==> src/rtl/adc_stim_gen.sv <==
// adc_stim_gen: multi-channel ADC response model.
// Emits one sample every PERIOD_CYCLES enabled clocks, round-robin across
// NUM_CH channels, with a selectable data pattern (count, ramp, LFSR, const).
//
// Handshake: response_valid_out is a one-cycle strobe with no ready/backpressure.
// On the cycle it is high, response_channel_out and ADC_out carry the sample.
// Between strobes both outputs hold the last sample. The consumer must take
// every strobe.
module adc_stim_gen #(
  parameter int                DATA_W        = 12,
  parameter int                NUM_CH        = 4,
  parameter int                PERIOD_CYCLES = 2000,
  parameter int                NOISE_W       = 5,
  parameter logic [DATA_W-1:0] BASE          = 12'h8C0,
  localparam int               CH_W          = (NUM_CH > 1) ? $clog2(NUM_CH) : 1
) (
  input  logic              MAX10_CLK1_50,
  input  logic              reset_n,
  input  logic              enable,
  input  logic [1:0]        mode,
  input  logic [DATA_W-1:0] step,
  output logic              response_valid_out,
  output logic [CH_W-1:0]   response_channel_out,
  output logic [DATA_W-1:0] ADC_out
);

  localparam int                CNT_W      = $clog2(PERIOD_CYCLES);
  localparam logic [CNT_W-1:0]  CNT_LAST   = CNT_W'(PERIOD_CYCLES - 1);
  localparam logic [CH_W-1:0]   PTR_LAST   = CH_W'(NUM_CH - 1);
  localparam logic [DATA_W-1:0] NOISE_MASK = {DATA_W{1'b1}} >> (DATA_W - NOISE_W);
  localparam logic [DATA_W-1:0] BASE_CLR   = BASE & ~NOISE_MASK;
  localparam logic [15:0]       LFSR_SEED  = 16'hACE1;

  typedef enum logic [1:0] {
    MODE_COUNT = 2'd0,
    MODE_RAMP  = 2'd1,
    MODE_LFSR  = 2'd2,
    MODE_CONST = 2'd3
  } mode_e;

  logic [CNT_W-1:0]  cnt_q, cnt_d;
  logic [CH_W-1:0]   ptr_q, ptr_d;
  logic [NOISE_W-1:0] n_q, n_d;
  logic [DATA_W-1:0] acc_q [NUM_CH];
  logic [DATA_W-1:0] acc_d [NUM_CH];
  logic [15:0]       lfsr_q, lfsr_d;
  logic              valid_q, valid_d;
  logic [CH_W-1:0]   ch_q, ch_d;
  logic [DATA_W-1:0] data_q, data_d;

  logic              emit;
  logic [DATA_W-1:0] ramp_sum;
  logic [DATA_W-1:0] sample;
  logic              lfsr_fb;

  // Next-state: period timer, sample pattern selection and per-sample bookkeeping.
  always_comb begin
    cnt_d    = cnt_q;
    ptr_d    = ptr_q;
    n_d      = n_q;
    acc_d    = acc_q;
    lfsr_d   = lfsr_q;
    valid_d  = 1'b0;
    ch_d     = ch_q;
    data_d   = data_q;
    sample   = '0;

    emit     = enable && (cnt_q == CNT_LAST);
    ramp_sum = acc_q[ptr_q] + step;
    // Fibonacci taps 16,14,13,11 in right-shift form: bits 0,2,3,5 feed bit 15.
    lfsr_fb  = lfsr_q[0] ^ lfsr_q[2] ^ lfsr_q[3] ^ lfsr_q[5];

    // Dropping enable clears the timer, so a re-enable always waits a full period.
    if (!enable || emit) cnt_d = '0;
    else                 cnt_d = cnt_q + 1'b1;

    case (mode_e'(mode))
      MODE_COUNT: sample = BASE_CLR | (DATA_W'(n_q) & NOISE_MASK);
      MODE_RAMP:  sample = ramp_sum;
      MODE_LFSR:  sample = BASE_CLR | (DATA_W'(lfsr_q) & NOISE_MASK);
      MODE_CONST: sample = BASE_CLR | (DATA_W'(ptr_q) & NOISE_MASK);
      default:    sample = BASE_CLR;
    endcase

    if (emit) begin
      valid_d = 1'b1;
      ch_d    = ptr_q;
      data_d  = sample;
      if (mode_e'(mode) == MODE_RAMP) acc_d[ptr_q] = ramp_sum;
      n_d     = n_q + 1'b1;
      lfsr_d  = {lfsr_fb, lfsr_q[15:1]};
      ptr_d   = (ptr_q == PTR_LAST) ? '0 : ptr_q + 1'b1;
    end
  end

  // State and output registers with asynchronous active-low reset.
  always_ff @(posedge MAX10_CLK1_50 or negedge reset_n) begin
    if (!reset_n) begin
      cnt_q   <= '0;
      ptr_q   <= '0;
      n_q     <= '0;
      lfsr_q  <= LFSR_SEED;
      valid_q <= 1'b0;
      ch_q    <= '0;
      data_q  <= '0;
      for (int i = 0; i < NUM_CH; i++) acc_q[i] <= '0;
    end else begin
      cnt_q   <= cnt_d;
      ptr_q   <= ptr_d;
      n_q     <= n_d;
      lfsr_q  <= lfsr_d;
      valid_q <= valid_d;
      ch_q    <= ch_d;
      data_q  <= data_d;
      for (int i = 0; i < NUM_CH; i++) acc_q[i] <= acc_d[i];
    end
  end

  assign response_valid_out   = valid_q;
  assign response_channel_out = ch_q;
  assign ADC_out              = data_q;

endmodule

==> config.mk <==
export PLATFORM = sky130hd
export DESIGN_NAME = adc_stim_gen
export DESIGN_NICKNAME = d
export VERILOG_FILES = /design/src/rtl/adc_stim_gen.sv
export SDC_FILE = /design/constraint.sdc
export NUM_CORES = 1
export LEC_CHECK = 0
export ABC_AREA = 1
export CAP_MARGIN = 15
export CORE_MARGIN = 1.5
export CORE_UTILIZATION = 60
export CTS_BUF_LIST = sky130_fd_sc_hd__clkbuf_4 sky130_fd_sc_hd__clkbuf_8
export DETAILED_ROUTE_END_ITERATION = 6
export GPL_ROUTABILITY_DRIVEN = 0
export PLACE_DENSITY_LB_ADDON = 0.15
export SLEW_MARGIN = 20
export SYNTH_ARGS = -nofsm -noshare
export SYNTH_HDL_FRONTEND = slang
export SYNTH_SLANG_ARGS = --single-unit
==> constraint.sdc <==
create_clock -name MAX10_CLK1_50 -period 3.2 [get_ports MAX10_CLK1_50]
set_input_delay 0.32 -clock MAX10_CLK1_50 [delete_from_list [all_inputs] [get_ports MAX10_CLK1_50]]
set_output_delay 0.32 -clock MAX10_CLK1_50 [all_outputs]
set_load 0.1 [all_outputs]
======== Word-level counts from Yosys, hierarchy flattened ========
Index checks and enable logic that the tools add are counted.
W data, S select, Z words.
operators by class
  magnitude comparators ................... 2
  eq/ne operators ......................... 5
  shift operators ......................... 0
  muxes and demuxes ....................... 10
  bitwise operators ....................... 4
  $mul .................................... 0
  reduce and logical (&&, ||, !) cells .... 6
  add/subtract/negate cells ............... 4
  divide/modulo/power cells ............... 0
operators with widths
  cell                     count
  $bwmux W48               1
  $pmux W12 S4             1
  $mux W12                 3
  $bmux W12 S2             1
  $demux W12 S2            1
  $add A12 B12 Y12         1
  $add A11 B1 Y11 const B  1
  $eq A11 B11 Y1 const B   1
  $mux W11                 1
  $eq A2 B2 Y1 const B     3
  $add A5 B1 Y5 const B    1
  $ge A3 B3 Y1 const B     1
  $lt A3 B1 Y1 const B     1
  $not A2 Y3               1
  $xor A1 B1 Y1            3
  $add A2 B1 Y2 const B    1
  $eq A2 B1 Y1 const B     1
  $logic_and A1 B1 Y1      2
  $logic_not A2 Y1         1
  $mux W2                  1
  $reduce_and A2 Y1        1
  $logic_not A1 Y1         1
  $logic_or A1 B1 Y1       1
  $mux W1                  1
word-level totals
  ROM bits ................................ 0
  RAM bits ................................ 0
  logic and storage cells ................. 42
  memories kept ........................... 0
  register bits after elaboration ......... 97
  output and inout bits ................... 15
  bits of input ports ..................... 17
  latch bits .............................. 0

======== Depth between registers and ports, before layout ========
  depth in word-level cells ............... 6
  gate-level depth with buffers ........... 16
  gate-level depth less buffers ........... 14

======== Worst setup path before layout ========
Ideal clock, no wire load.
  path type ............................... register to register
  start point ............................. register ptr_q[0]
  end point ............................... register acc_q[18] (netlist name)
  arrival time ............................ 2.363 ns
  path buffers ............................ 2
  library setup time ...................... 0.133 ns
  period minus slack after synthesis ...... 2.496 ns
  cell stages (with the launch flop) ...... 14
  setup slack ............................. 0.704 ns
  data required time ...................... 3.067 ns
  cells stage by stage .................... dfrtp_1 > buf_2 > clkinv_1 > clkbuf_1 > o21ai_0 > o22ai_1 > ha_1 > fa_1 > nand2_1 > nand2_1 > nand3_1 > nand2_1 > xnor2_1 > o21ai_1
on the way
  cells in the longest elaborated chain, start to end .. 6
  elaborated cells on any way between the ends .. 11
  classes of those cells .................. add/sub (1); order compare (2); mux (6); bitwise (1); reduce/logical (1)
ends and longest elaborated chain
  item                                                                   RTL line  text
  start, declared                                                        42        logic [CH_W-1:0] ptr_q, ptr_d;
  start signal, assigned                                                 109       ptr_q <= ptr_d;
  $not A2 Y3 (implied by the code) (*)                                   69, 89
  $bmux W12 S2, or another cell as far along                             69        ramp_sum = acc_q[ptr_q] + step;
  $mux W12 (implied by the code) or $logic_and A1 B1 Y1 (tied branches)  69, 89
  $mux W12 (on tied branches)                                            69, 89
  $add A12 B12 Y12 or $demux W12 S2 (tied branches)                      69, 89
  $bwmux W48 (*)                                                         89        if (mode_e'(mode) == MODE_RAMP) acc_d[ptr_q] = ramp_sum;
  end, declared                                                          44        logic [DATA_W-1:0] acc_q [NUM_CH];
Mark *: on every way between the ends. The rest lies on a longest branch, timed or not. The select of a mux whose other input is x is not followed.
A chain may end at the register's enable or synchronous reset.

======== Final worst setup path ========
  start point ............................. register ptr_q[0]
  end point ............................... register acc_q[20] (netlist name)
Same word-level chain as after synthesis.

==> summary.txt <==
Synthesis
  – Compound-Gate Fraction of Synth Area: 0.1012
  – Synth warn: 0
  – Synth top area share: 0.4527
  – Most instantiated cells after synthesis: nand2_1, dfrtp_1, nor2_1
  – Area leader, netlist: dfrtp_1
  – Most numerous cell in the Yosys netlist: nand2_1
  – Number of synthesized flops with an enable pin: 0
  – Sequential fraction of the synthesis area: 0.4954
  – Most used DFF post-synth: dfrtp_1
  – Async SR Flop Fraction: 1.000
  – Synth area leaders: dfrtp_1, nand2_1, o21ai_0
  – Xor-xnor portion of the synthesized cell area: 0.02670
  – Synth cell types: 32
  – Syn nets: 643
  – Combinational family with the most area after synthesis: simple AND/OR/NAND/NOR gates
  – Mapped Area: 4920 µm²
  – Syn Area/Cell: 8.092 µm²
  – Mux cell area share after synthesis: 0
  – Synthesized flop and latch total: 97
  – Synthesized instance count: 608
  – Post-Synth Simple-Gate Area: 0.2744
  – Post-Synth Adder-Cell Area: 0.04730

Setup path
  – R2R depth: 13
  – Worst Path Arrival: 3.09 ns
  – Setup CP Type: register to register
  – Worst path required time: 3.53 ns
  – Worst reg2reg endpoint: acc_q[20]
  – Worst R2R Setup Slack: 0.44 ns
  – Max FO, Critical Path: 14
  – Crit. End Element: register
  – CP Launch Type: register
  – Worst reg2reg path startpoint: ptr_q[0]

STA
  – Layout Skew: 0.01473 ns
  – RSZ-0062 raised after global routing: false
  – Final WS setup: 0.4410 ns
  – Maximum clock frequency: 0.3625 GHz
  – Final Hold Viols: 0
  – WHS: 0.4387 ns
  – Max-slew violations: 0
  – Setup_tns: 0 ns
  – Period minus WS final: 2.759 ns
  – Endpoints failing setup: 0
  – Slew @ Worst Pin: 0.9811 ns
  – Period utilisation layout: 0.8622
  – Rel. slew slack: 0.3439

Die
  – Initial core utilization: 0.6269
  – Core area: 7848 µm²
  – Die width: 93.55 µm
  – Die area: 8752 µm²
  – Number of top-level pins: 32
  – Rows: 32
  – Die height: 93.55 µm

Cells and area
  – N_diodes: 0
  – Fraction of layout cells with a size suffix above 1: 0.07562
  – Nets: 678
  – Final instance area: 5514 µm²
  – Syn-to-layout area delta: 12.08%
  – # fillers: 648

Placed design
  – Post-Place Worst Slack: 0.4936 ns
  – Placed Area: 5321 µm²
  – Final HPWL DP: 8002 µm
  – I/O Buffers: 31

Clock network
  – H-tree lvl count: 3
  – CTS Buffer Depth: 2
  – CTS tree: built
  – Root buffer cell: clkbuf_8
  – CTS buffer count: 9
  – CTS clock-pin slew for the worst setup and hold paths: 0.11 ns
  – Post-CTS Setup Repair Bufs: 0
  – CTS Sinks: 97
  – Later-pin clock latency in the skew report: 0.39 ns

Power and ir drop
  – Power density cells: 381.0 nW/µm²
  – Leak pwr: 2.809 nW
  – VDD IR max: 0.0003225 V
  – Pwr Total: 2.101 mW

GRT
  – First-pass GRT wire length: 18880 µm
  – Total Routing Usage GR: 0.2823
  – Grt ovf: 0
  – Vias in the first global route: 4011
  – Largest net degree at the start of global routing: 40
  – Initial antenna violation count: 0

Routing
  – Drt first pass iters: 5
  – Routed WL: 11310 µm
  – DRT iter0 DRCs: 309
  – Via/cell ratio: 5.572
  – Routed Antenna Nets: 0
  – DR vias: 4179
  – Avg WL per Cell: 15.08 µm
  – DRC: 0

Outcome
  – Status: completed

Run
  – Maxcap violations: 0

Min path
  – Worst hold path type: input port to async pin
==> how the worst max path moves through the flow <==
stage,from,to,cells after the start
6_report,ptr_q[0],acc_q[20],13
3_3_place_gp,ptr_q[0],acc_q[30],12
5_1_grt,ptr_q[0],acc_q[18],12
4_1_cts,ptr_q[0],acc_q[20],13
3_5_place_dp,ptr_q[0],acc_q[20],13
2_1_floorplan,ptr_q[0],acc_q[18],13
==> through the flow <==
| stage | std cells | util |
|---|---|---|
| global placement | 733 | 0.6781 |
| floorplan | 608 | - |
| detailed placement | 733 | 0.6781 |
| global route | 750 | 0.7026 |
| finish | 750 | 0.7026 |
| CTS | 750 | 0.7026 |
==> routing by layer <==
metal	vias to the layer above	share of wire	GRT usage
li1	2027	-	-
met1	1970	0.43	0.3552
met2	150	0.48	0.4692
met3	32	0.061	0.06423
met4	0	0.030	0.1169
met5	-	0	0
==> layout by cell type (no fill, tap or decap), drive strengths merged, types with 2 or more instances in the layout <==
master	n
nand2	223
dfrtp	89
o21ai	60
nor2	51
inv	49
nand3	42
clkdlybuf4s50	30
ha	17
o22ai	12
a21oi	12
xnor2	11
clkbuf	9
buf	9
dfstp	8
xor2	4
clkinv	4
nand4	3
nor3	2
or2	2
o2111ai	2
==> what timing repair did <==
item / in CTS / in global routing
gates resized for setup: 0 / 0
hold endpoints to repair: 36 / 0
hold buffers: 1 / 0
==> critical path, stage by stage, from the launching register on <==
cell and delay, ns:
dfrtp_1 0.60, clkinv_1 0.15, buf_4 0.20, o21ai_0 0.15, o22ai_1 0.09, ha_1 0.22, fa_1 0.43, nand2_1 0.09
nand2_1 0.08, nand3_1 0.09, nand2_1 0.06, xor2_1 0.33, nand2_1 0.12, nand2_1 0.08
==> sequential cells by signal (all words and copies together), names as in the netlist <==
| name | cells |
|---|---|
| response_channel_out | 2 |
| cnt_q | 11 |
| acc_q | 48 |
| ADC_out | 12 |
| n_q | 5 |
| lfsr_q | 16 |
| response_valid_out | 1 |
| ptr_q | 2 |
==> cells by family after synthesis <==
family          Yosys count
simple gates            323
xor+xnor                 15
buf+inv                  63
fa+ha+maj                18
compound gates           92
flops                    97
==> area by class of cell <==
cell class                 count  area (µm²)  share of cell area
inverter                      47       176.4             0.03199
timing repair buffer          40       377.9             0.06853
tap                          102       127.6             0.02314
clock buffer                   9       123.9             0.02246
clock inverter                 7       58.81             0.01066
multi-input combinational    448        2212              0.4012
sequential                    97        2437              0.4420
==> where the power goes <==
group / internal (mW) / switching (mW)
registers: 1.23 / 0.00231
clock network: 0.296 / 0.468
logic: 0.0367 / 0.0687
total: 1.56 / 0.540
No activity file was read; power rests on OpenSTA's default activity.
